--- config.mk ---
export PLATFORM = sky130hd
export DESIGN_NAME = pcie_frame_pull_flat
export DESIGN_NICKNAME = d
export VERILOG_FILES = /design/src/rtl/pcie_frame_pull_if.sv /design/src/rtl/pcie_frame_pull.sv /design/src/flat_wrapper.sv
export SDC_FILE = /design/constraint.sdc
export NUM_CORES = 2
export LEC_CHECK = 0
export BUFFER_PORTS_ARGS = -buffer_cell sky130_fd_sc_hd__buf_2
export CAP_MARGIN = 25
export CORE_MARGIN = 2
export CORE_UTILIZATION = 55
export CTS_CLUSTER_SIZE = 20
export DETAILED_ROUTE_END_ITERATION = 16
export PLACE_DENSITY = 0.72
export SLEW_MARGIN = 20
export SYNTH_ARGS = -nofsm -noshare
export SYNTH_HDL_FRONTEND = slang
export SYNTH_SLANG_ARGS = --single-unit
export TNS_END_PERCENT = 100
--- constraint.sdc ---
create_clock -name vout_clk -period 11.4 [get_ports vout_clk]
set_clock_uncertainty 0.15 [all_clocks]
set_input_delay 2.28 -clock vout_clk [delete_from_list [all_inputs] [get_ports vout_clk]]
set_output_delay 2.28 -clock vout_clk [all_outputs]
set_load 0.01 [all_outputs]
--- src/rtl/pcie_frame_pull_if.sv ---
// Bundle of the frame-pull handshake signals: start/status, the upstream read
// buffer side and the output stream toward the PCIe DMA write engine.
interface pcie_frame_pull_if #(
    parameter int unsigned DATA_W = 128
) ();
    logic              start;
    logic              busy;
    logic              frame_done;
    logic              rd_fsync;
    logic              rd_en;
    logic              vout_de;
    logic [DATA_W-1:0] vout_data;
    logic [DATA_W-1:0] m_tdata;
    logic              m_tvalid;
    logic              m_tready;
    logic              m_tlast;
    logic              m_tuser;
    logic              err_unexp_de;

    // Frame-pull engine side
    modport master (
        input  start,
        input  vout_de,
        input  vout_data,
        input  m_tready,
        output busy,
        output frame_done,
        output rd_fsync,
        output rd_en,
        output m_tdata,
        output m_tvalid,
        output m_tlast,
        output m_tuser,
        output err_unexp_de
    );

    // Environment side: requester, upstream buffer and DMA engine
    modport slave (
        output start,
        output vout_de,
        output vout_data,
        output m_tready,
        input  busy,
        input  frame_done,
        input  rd_fsync,
        input  rd_en,
        input  m_tdata,
        input  m_tvalid,
        input  m_tlast,
        input  m_tuser,
        input  err_unexp_de
    );
endinterface

--- src/rtl/pcie_frame_pull.sv ---
// Frame pull stage: restarts the upstream frame buffer, waits for its DDR
// prefetch, paces reads with a credit scheme into a small FWFT FIFO and
// re-issues the words as a line/frame framed valid/ready stream.
module pcie_frame_pull #(
    parameter int unsigned H_NUM      = 1920,
    parameter int unsigned V_NUM      = 1080,
    parameter int unsigned PIX_WIDTH  = 24,
    parameter int unsigned FIFO_DEPTH = 16,
    parameter int unsigned FSYNC_HOLD = 8,
    parameter int unsigned FSYNC_WAIT = 2048,
    parameter int unsigned RD_LAT     = 2
) (
    input logic              vout_clk,
    input logic              vout_rstn,
    pcie_frame_pull_if.master bus
);
    localparam int unsigned LINE_WORDS  = H_NUM * PIX_WIDTH / 128;
    localparam int unsigned FRAME_WORDS = LINE_WORDS * V_NUM;
    localparam int unsigned AW          = $clog2(FIFO_DEPTH);
    localparam int unsigned CW          = AW + 1;
    localparam int unsigned IW          = $clog2(RD_LAT + 1);
    localparam int unsigned TMAX        = (FSYNC_WAIT > FSYNC_HOLD) ? FSYNC_WAIT : FSYNC_HOLD;
    localparam int unsigned TW          = $clog2(TMAX + 1);

    localparam logic [2:0] StIdle   = 3'd0;
    localparam logic [2:0] StFsync  = 3'd1;
    localparam logic [2:0] StWait   = 3'd2;
    localparam logic [2:0] StStream = 3'd3;
    localparam logic [2:0] StDrain  = 3'd4;

    logic [2:0]        state_q, state_d;
    logic [TW-1:0]     timer_q, timer_d;
    logic [23:0]       issued_q;
    logic [RD_LAT-1:0] infl_sr_q;
    logic [IW-1:0]     inflight;
    logic [CW:0]       credit_sum;
    logic              rd_en_w;

    logic [127:0]      mem_q [FIFO_DEPTH];
    logic [AW-1:0]     wptr_q, rptr_q;
    logic [CW-1:0]     cnt_q;
    logic              de_expected;
    logic              push, pop, valid;

    logic [11:0]       col_q, line_q;
    logic              col_last, frame_last;
    logic              err_q, done_q;

    // Outstanding reads: one bit per rd_en issued in the last RD_LAT cycles
    always_comb begin
        inflight = '0;
        for (int i = 0; i < RD_LAT; i++) begin
            inflight = inflight + IW'(infl_sr_q[i]);
        end
    end

    // Credit check counts words already buffered plus words still in flight
    assign credit_sum = {1'b0, cnt_q} + (CW + 1)'(inflight);
    assign rd_en_w    = (state_q == StStream) && (issued_q < 24'(FRAME_WORDS)) &&
                        (credit_sum < (CW + 1)'(FIFO_DEPTH));

    // The oldest shift-register bit is the read whose word returns this cycle
    assign de_expected = infl_sr_q[RD_LAT-1];
    assign push        = bus.vout_de & de_expected;
    assign valid       = (cnt_q != '0);
    assign pop         = valid & bus.m_tready;

    assign col_last   = (col_q == 12'(LINE_WORDS - 1));
    assign frame_last = col_last && (line_q == 12'(V_NUM - 1));

    // Frame sequencing: restart pulse, prefetch wait, credit-paced reads, drain
    always_comb begin
        state_d = state_q;
        timer_d = timer_q;
        case (state_q)
            StIdle: begin
                if (bus.start) begin
                    state_d = StFsync;
                    timer_d = '0;
                end
            end
            StFsync: begin
                if (timer_q == TW'(FSYNC_HOLD - 1)) begin
                    state_d = StWait;
                    timer_d = '0;
                end else begin
                    timer_d = timer_q + 1'b1;
                end
            end
            StWait: begin
                if (timer_q == TW'(FSYNC_WAIT - 1)) begin
                    state_d = StStream;
                    timer_d = '0;
                end else begin
                    timer_d = timer_q + 1'b1;
                end
            end
            StStream: begin
                if (rd_en_w && (issued_q == 24'(FRAME_WORDS - 1))) begin
                    state_d = StDrain;
                end
            end
            StDrain: begin
                if (pop && frame_last) begin
                    state_d = StIdle;
                end
            end
            default: state_d = StIdle;
        endcase
    end

    // FSM state and phase timer
    always_ff @(posedge vout_clk or negedge vout_rstn) begin
        if (!vout_rstn) begin
            state_q <= StIdle;
            timer_q <= '0;
        end else begin
            state_q <= state_d;
            timer_q <= timer_d;
        end
    end

    // Read issue counter (cleared when a new frame is accepted) and in-flight history
    always_ff @(posedge vout_clk or negedge vout_rstn) begin
        if (!vout_rstn) begin
            issued_q  <= '0;
            infl_sr_q <= '0;
        end else begin
            if (state_q == StIdle && bus.start) begin
                issued_q <= '0;
            end else if (rd_en_w) begin
                issued_q <= issued_q + 24'd1;
            end
            infl_sr_q[0] <= rd_en_w;
            for (int i = 1; i < RD_LAT; i++) begin
                infl_sr_q[i] <= infl_sr_q[i-1];
            end
        end
    end

    // FIFO pointers and occupancy; push and pop may both act in one cycle
    always_ff @(posedge vout_clk or negedge vout_rstn) begin
        if (!vout_rstn) begin
            wptr_q <= '0;
            rptr_q <= '0;
            cnt_q  <= '0;
        end else begin
            if (push) begin
                wptr_q <= wptr_q + 1'b1;
            end
            if (pop) begin
                rptr_q <= rptr_q + 1'b1;
            end
            cnt_q <= cnt_q + CW'(push) - CW'(pop);
        end
    end

    // FIFO storage; contents need no reset since occupancy gates every read
    always_ff @(posedge vout_clk) begin
        if (push) begin
            mem_q[wptr_q] <= bus.vout_data;
        end
    end

    // Output position counters, advanced only on handshake
    always_ff @(posedge vout_clk or negedge vout_rstn) begin
        if (!vout_rstn) begin
            col_q  <= '0;
            line_q <= '0;
        end else if (pop) begin
            if (col_last) begin
                col_q  <= '0;
                line_q <= (line_q == 12'(V_NUM - 1)) ? 12'd0 : line_q + 12'd1;
            end else begin
                col_q <= col_q + 12'd1;
            end
        end
    end

    // Sticky unexpected-word flag and end-of-frame pulse
    always_ff @(posedge vout_clk or negedge vout_rstn) begin
        if (!vout_rstn) begin
            err_q  <= 1'b0;
            done_q <= 1'b0;
        end else begin
            if (bus.vout_de && !de_expected) begin
                err_q <= 1'b1;
            end
            done_q <= (state_q == StDrain) && pop && frame_last;
        end
    end

    assign bus.busy         = (state_q != StIdle);
    assign bus.rd_fsync     = (state_q == StFsync);
    assign bus.rd_en        = rd_en_w;
    assign bus.m_tvalid     = valid;
    // Framing and data are qualified by valid so every output idles at zero
    assign bus.m_tdata      = valid ? mem_q[rptr_q] : '0;
    assign bus.m_tlast      = valid && col_last;
    assign bus.m_tuser      = valid && (col_q == 12'd0) && (line_q == 12'd0);
    assign bus.err_unexp_de = err_q;
    assign bus.frame_done   = done_q;
endmodule

--- src/flat_wrapper.sv ---
// flat-port wrapper written by rule: the top's interface ports become plain ports
module pcie_frame_pull_flat 
#(
    parameter int unsigned H_NUM      = 1920,
    parameter int unsigned V_NUM      = 1080,
    parameter int unsigned PIX_WIDTH  = 24,
    parameter int unsigned FIFO_DEPTH = 16,
    parameter int unsigned FSYNC_HOLD = 8,
    parameter int unsigned FSYNC_WAIT = 2048,
    parameter int unsigned RD_LAT     = 2
)
  (vout_clk, vout_rstn, bus_start, bus_vout_de, bus_vout_data, bus_m_tready, bus_busy, bus_frame_done, bus_rd_fsync, bus_rd_en, bus_m_tdata, bus_m_tvalid, bus_m_tlast, bus_m_tuser, bus_err_unexp_de);
  pcie_frame_pull_if bus_i ();
  input logic vout_clk;
  input logic vout_rstn;
  input wire logic [$bits(bus_i.start)-1:0] bus_start;
  input wire logic [$bits(bus_i.vout_de)-1:0] bus_vout_de;
  input wire logic [$bits(bus_i.vout_data)-1:0] bus_vout_data;
  input wire logic [$bits(bus_i.m_tready)-1:0] bus_m_tready;
  output wire logic [$bits(bus_i.busy)-1:0] bus_busy;
  output wire logic [$bits(bus_i.frame_done)-1:0] bus_frame_done;
  output wire logic [$bits(bus_i.rd_fsync)-1:0] bus_rd_fsync;
  output wire logic [$bits(bus_i.rd_en)-1:0] bus_rd_en;
  output wire logic [$bits(bus_i.m_tdata)-1:0] bus_m_tdata;
  output wire logic [$bits(bus_i.m_tvalid)-1:0] bus_m_tvalid;
  output wire logic [$bits(bus_i.m_tlast)-1:0] bus_m_tlast;
  output wire logic [$bits(bus_i.m_tuser)-1:0] bus_m_tuser;
  output wire logic [$bits(bus_i.err_unexp_de)-1:0] bus_err_unexp_de;
  assign bus_i.start = bus_start;
  assign bus_i.vout_de = bus_vout_de;
  assign bus_i.vout_data = bus_vout_data;
  assign bus_i.m_tready = bus_m_tready;
  assign bus_busy = bus_i.busy;
  assign bus_frame_done = bus_i.frame_done;
  assign bus_rd_fsync = bus_i.rd_fsync;
  assign bus_rd_en = bus_i.rd_en;
  assign bus_m_tdata = bus_i.m_tdata;
  assign bus_m_tvalid = bus_i.m_tvalid;
  assign bus_m_tlast = bus_i.m_tlast;
  assign bus_m_tuser = bus_i.m_tuser;
  assign bus_err_unexp_de = bus_i.err_unexp_de;
  pcie_frame_pull #(.H_NUM(H_NUM), .V_NUM(V_NUM), .PIX_WIDTH(PIX_WIDTH), .FIFO_DEPTH(FIFO_DEPTH), .FSYNC_HOLD(FSYNC_HOLD), .FSYNC_WAIT(FSYNC_WAIT), .RD_LAT(RD_LAT)) u_core (.vout_clk(vout_clk), .vout_rstn(vout_rstn), .bus(bus_i));
endmodule
; ---- Word level (Yosys, flattened, before mapping)
; Memory sizes are Yosys's and may differ from the RTL's.
; Cells that the tools add are included.
[classes]
n_addsub = 10
order_cmp = 2
eq_ne = 14
n_mux = 17
n_bitwise = 2
n_reduce_logical = 23
[ops]
columns = op, n
row1 = two-way mux 128 bit, 1
row2 = two-way mux 12 bit, 5
row3 = two-way mux 24 bit, 2
row4 = adder 12 x 1 -> 12 bit (second input constant), 3
row5 = case mux 12 bit (3 select lines), 1
row6 = adder 24 x 1 -> 24 bit (second input constant), 1
row7 = equality test 12 x 11 -> 1 bit (second input constant), 2
row8 = equality test 24 x 19 -> 1 bit (second input constant), 1
row9 = logical NOT 12 bit, 2
row10 = < comparator 24 x 19 -> 1 bit (second input constant), 1
row11 = two-way mux 3 bit, 5
row12 = case mux 3 bit (5 select lines), 1
row13 = equality test 12 x 3 -> 1 bit (second input constant), 1
row14 = equality test 12 x 9 -> 1 bit (second input constant), 1
row15 = logical AND 1 bit, 12
row16 = adder 4 x 1 -> 4 bit (second input constant), 2
row17 = adder 5 x 2 -> 6 bit, 1
row18 = equality test 3 x 2 -> 1 bit (second input constant), 2
row19 = < comparator 6 x 5 -> 1 bit (second input constant), 1
row20 = != test 2 x 1 -> 1 bit (second input constant), 3
row21 = nonzero test 3 bit, 2
row22 = adder 5 x 1 -> 5 bit, 1
row23 = AND reduction 5 bit, 1
row24 = nonzero test 5 bit, 1
row25 = other kinds (11), 15
[word_totals]
reg_bits = 80
ram_bits = 2048
in_bits = 133
out_inout_bits = 136
wordCells = 80
mem_count = 1
[memory_table]
columns = name, words, width, read_ports, rd_clocked_by_memory_dff, write_ports, line
row1 = u_core.mem_q, 16, 128, 1, 0, 1, pcie_frame_pull.sv:39  ; logic [127:0] mem_q [FIFO_DEPTH];

; ---- Longest topological paths before layout
[logic_depth]
ltp_word = 7
ltp_mapped = 15
depth_no_buf = 13

; ---- Least setup slack after synthesis
; Ideal clock, no wire load.
[synth_timing]
path_type = input to register
start = input bus_vout_de
end = memory u_core.mem_q[4][0] (enable)
setup_ps = 503
t_arrival_ps = 5653
path_slack_ps = 5094
path_stages = 3
n_path_buf = 0
cell_sequence = and3_1 > nor2b_1 > and2_1
[synth_via]
elab_chain_cells = 3
[synth_rtl]
columns = element, line
row1 = start: declaration, flat_wrapper.sv:17  ; input wire logic [$bits(bus_i.vout_de)-1:0] bus_vout_de;
row2 = bitwise AND 1 bit, pcie_frame_pull.sv:64  ; assign push = bus.vout_de & de_expected;
row3 = two-way mux 1 bit, pcie_frame_pull.sv:160  ; if (push) begin
row4 = two-way mux 1 bit (implied by the code), pcie_frame_pull.sv:161  ; mem_q[wptr_q] <= bus.vout_data;
row5 = end: declaration, pcie_frame_pull.sv:39
; Every way passes these cells.

; ---- Final worst setup path
[layout_timing]
start = register u_core.rptr_q[0]
end = output bus_m_tdata[38]
[layout_via]
elab_chain_cells = 2
[layout_rtl]
columns = element, line
row1 = start: declaration, pcie_frame_pull.sv:40  ; logic [AW-1:0] wptr_q, rptr_q;
row2 = start signal: assignment, pcie_frame_pull.sv:152  ; rptr_q <= rptr_q + 1'b1;
row3 = memory (16 x 128 bit), --
row4 = two-way mux 128 bit, pcie_frame_pull.sv:198  ; assign bus.m_tdata = valid ? mem_q[rptr_q] : '0;
row5 = end: declaration, flat_wrapper.sv:24  ; output wire logic [$bits(bus_i.m_tdata)-1:0] bus_m_tdata;
; Every way passes these cells.

==> metrics.json <==
{
  "status": "finished clean",
  "critical-path-slowest-cell": "sky130_fd_sc_hd__dfrtp_4",
  "worst_r2r_endpoint": "u_core.mem_q[11][97]$_DFFE_PP_",
  "detail_route.drc_violations": 0,
  "post_cts_resize_count": 0,
  "preCtsSetupSlack_ns": 4.81,
  "cts_num_sinks": 2128,
  "min-delay-start": "u_core.infl_sr_q[0]$_DFF_PN0_",
  "area_growth_pct": 13.0,
  "holdBufCountCts": 0,
  "synth_edf_count": 2048,
  "placed_instances": 5521,
  "synthDistinctLibCells": 61,
  "grt_first_pass_wirelength_mm": 265,
  "post-cts-setup-buffers": 0,
  "final_critical_path_setup_slack_ns": 4.27,
  "fp.dieH_um": 390,
  "worst_hold_path_type": "reg2reg",
  "cts_max_level": 4,
  "synth_flop_cell": "sky130_fd_sc_hd__edfxtp_1",
  "timing.reg2reg.setup_slack_ns": 7.63,
  "cp_top_family": "buffers and inverters",
  "clk_pin_slew_ns": 0.06,
  "yosys_register_bits": 2128,
  "via_count_of_the_first_global_routing_pass": 38700,
  "critical_path_class": "reg2out",
  "multiInputGateArea_mm2": 0.0175,
  "slew_violations": 0,
  "finish.cell_count_without_fillers": 5922,
  "clock_tree.root_cell": "sky130_fd_sc_hd__clkbuf_16",
  "min_delay_path_depth": 0,
  "r2r.worst_path.cells": 5,
  "die_width_um": 390,
  "post_synth.cell_area_avg_um2": 23.8,
  "crit_required_ns": 8.97,
  "finalWirelength_mm": 181,
  "netlist_area_mm2": 0.0818,
  "cts_made_buffers": 206,
  "syn-instance-count": 3440,
  "vdd_drop_max_mv": 0.322,
  "cap_viol_max_count": 0,
  "power.static_leakage_nw": 29.5,
  "design.final.nets": 3957,
  "clk_latency_ns": 0.81,
  "unrepaired_setup_endpoints_after_global_routing": "no",
  "synth_nets": 3595,
  "timing.hold.worst_endpoint": "u_core.infl_sr_q[1]$_DFF_PN0_",
  "fillerInstances": 9604,
  "path_buf_inv": 4,
  "antenna_violating_nets_post_route": 0,
  "fp-row-count": 141,
  "maxClockFrequency_ghz": 0.140,
  "worst_setup_path_start_kind": "flop",
  "timing.final.crit_share": 0.626,
  "worst_pin_slew_ns": 1.13,
  "initialDrtViolationCount": 3957,
  "number_of_antenna_violations_at_the_first_check_in_global_routing": 46,
  "start_util": 0.554,
  "seqCellArea_mm2": 0.0635,
  "grt_max_degree": 151,
  "globalRoute.totalOverflow": 0,
  "wl_per_cell_um": 30.5,
  "clockBufferDepth": 3,
  "critical_path.max_stage_delay_ns": 0.86,
  "number_of_warnings_printed_during_yosys_synthesis": 0,
  "dr.pass1.iters": 5,
  "cts_tree": "built",
  "hold_violations": 0,
  "route.vias.total": 37700,
  "count_of_buffers_from_port_buffering": 268,
  "layout-drive-gt1-share": 0.328,
  "timing.critical_path.fanout_max": 39,
  "setup-tns-final_ns": 0,
  "crit_chain": "buf_4, buf_4, buf_12, mux4_2, mux4_2, and2_1, buf_2",
  "overall_power_of_the_completed_layout_mw": 21.3,
  "timing.final.setup_violations": 0,
  "critical_path.endpoint_type": "output port",
  "design.die.area_mm2": 0.152,
  "yosysSeqAreaShare": 0.776,
  "worstReg2RegStart": "u_core.infl_sr_q[1]$_DFF_PN0_",
  "via_per_inst": 6.36,
  "timing.max_slew.rel_slack": 0.244,
  "post-route-min-period_ns": 7.13,
  "gr-usage-all-layers": 0.242,
  "core_area_mm2": 0.148,
  "timing.critical_path.arrival_ns": 4.70,
  "io-pin-count": 269,
  "asyncSetResetFlopFracSynth": 0.0376,
  "detailed_place_hpwl_mm": 87.5,
  "power.density_mw_per_mm2": 231,
  "place_congestion": 0.750
}
[final cells by class]
type / count / area share
Clock inverter: 145 / 0.0160
Sequential cell: 2128 / 0.687
Antenna cell: 15 / 0.000406
Multi-Input combinational cell: 1107 / 0.189
Inverter: 33 / 0.00134
Timing Repair Buffer: 326 / 0.0223
Clock buffer: 238 / 0.0575
Tap cell: 1930 / 0.0261
[registers in the layout (all words and copies together), names as in the netlist]
name	count
u_core.bus.err_unexp_de	1
u_core.col_q	12
u_core.cnt_q	5
u_core.timer_q	12
u_core.infl_sr_q	2
u_core.wptr_q	4
u_core.rptr_q	4
u_core.state_q	3
u_core.bus.frame_done	1
u_core.line_q	12
u_core.mem_q	2048
u_core.issued_q	24
[through the flow]
stage,hold WS (ns),area [um2],util
2_1_floorplan,0.207,81800,-
3_3_place_gp,0.238,85500,0.579
3_5_place_dp,0.224,85600,0.579
4_1_cts,0.243,92400,0.625
5_1_grt,0.265,92400,0.626
6_report,0.244,92500,0.626
[worst max path at each step]
stage / from / end / cells past startpoint
6_report: u_core.rptr_q[0]$_DFFE_PN0P_ / bus_m_tdata[38] / 7
5_1_grt: u_core.rptr_q[0]$_DFFE_PN0P_ / bus_m_tdata[30] / 7
4_1_cts: u_core.rptr_q[0]$_DFFE_PN0P_ / bus_m_tdata[2] / 6
3_5_place_dp: u_core.rptr_q[0]$_DFFE_PN0P_ / bus_m_tdata[2] / 6
3_3_place_gp: u_core.rptr_q[0]$_DFFE_PN0P_ / bus_m_tdata[2] / 6
2_1_floorplan: bus_vout_de / u_core.mem_q[4][0]$_DFFE_PP_ / 3
[where the power goes]
group          internal (mW)  total, mW  switching, mW
Sequential              8.64       8.83          0.182
Clock                   3.94       6.82           2.88
Combinational           2.95       5.68           2.74
Total                   15.5       21.3           5.80
[placed cells by master, fill, tap and decap left out, types with 5 or more instances in the layout]
cell and instances:
sky130_fd_sc_hd__a21o_1 10, sky130_fd_sc_hd__a21oi_1 24, sky130_fd_sc_hd__and2_1 135, sky130_fd_sc_hd__and2_4 12, sky130_fd_sc_hd__and3_1 7, sky130_fd_sc_hd__and4_1 5
sky130_fd_sc_hd__buf_12 14, sky130_fd_sc_hd__buf_16 5, sky130_fd_sc_hd__buf_2 267, sky130_fd_sc_hd__buf_4 39, sky130_fd_sc_hd__bufinv_16 26, sky130_fd_sc_hd__clkbuf_1 30
sky130_fd_sc_hd__clkbuf_16 208, sky130_fd_sc_hd__clkinv_1 48, sky130_fd_sc_hd__clkinv_2 43, sky130_fd_sc_hd__clkinvlp_4 12, sky130_fd_sc_hd__dfrtp_1 76, sky130_fd_sc_hd__diode_2 15
sky130_fd_sc_hd__edfxtp_1 2048, sky130_fd_sc_hd__ha_1 21, sky130_fd_sc_hd__inv_1 33, sky130_fd_sc_hd__inv_6 8, sky130_fd_sc_hd__mux4_2 640, sky130_fd_sc_hd__nand2_1 40
sky130_fd_sc_hd__nand3_1 23, sky130_fd_sc_hd__nand4_1 11, sky130_fd_sc_hd__nor2_1 17, sky130_fd_sc_hd__nor3_1 13, sky130_fd_sc_hd__nor3b_1 9, sky130_fd_sc_hd__nor4_1 10
sky130_fd_sc_hd__o21ai_0 27, sky130_fd_sc_hd__o31ai_1 11, sky130_fd_sc_hd__or3_1 9, sky130_fd_sc_hd__or4_1 7, sky130_fd_sc_hd__xnor2_1 16, sky130_fd_sc_hd__xor2_1 10
[synth_stat cells, drive strengths merged (9+ instances only)]
cell type	n	area share
and3	12	0.00093
nor3	13	0.00079
xor2	10	0.0011
o31ai	11	0.0010
and2	150	0.011
nor3b	9	0.00083
nand4	11	0.00084
nand3	23	0.0014
or4	9	0.00092
ha	21	0.0032
a21o	11	0.0010
a21oi	24	0.0015
edfxtp	2048	0.75
o21ai	28	0.0017
clkbuf	104	0.0049
dfrtp	80	0.024
buf	67	0.0041
xnor2	16	0.0017
inv	33	0.0015
mux4	640	0.18
nor4	10	0.00076
nand2	40	0.0018
or3	10	0.00078
nor2	17	0.00078
[layer usage]
metal	vias to the layer above	GRT usage	routed length (um)
met4	32	0.0662	3610
li1	15400	-	-
met1	20300	0.351	73300
met2	1629	0.378	88400
met5	-	0	204
met3	283	0.0546	15200
[kinds of logic after synthesis]
kind of cell               Yosys count  share of synthesized area
buffers and inverters              205                     0.0107
and+or+nand+nor                    326                     0.0237
AOI/OAI and AO/OA                   90                    0.00699
adders and majority gates           22                    0.00346
xor gates and xnor gates            26                    0.00278
muxes                              643                      0.176
DFF                               2128                      0.776
Power figures use the tool's default switching activity.
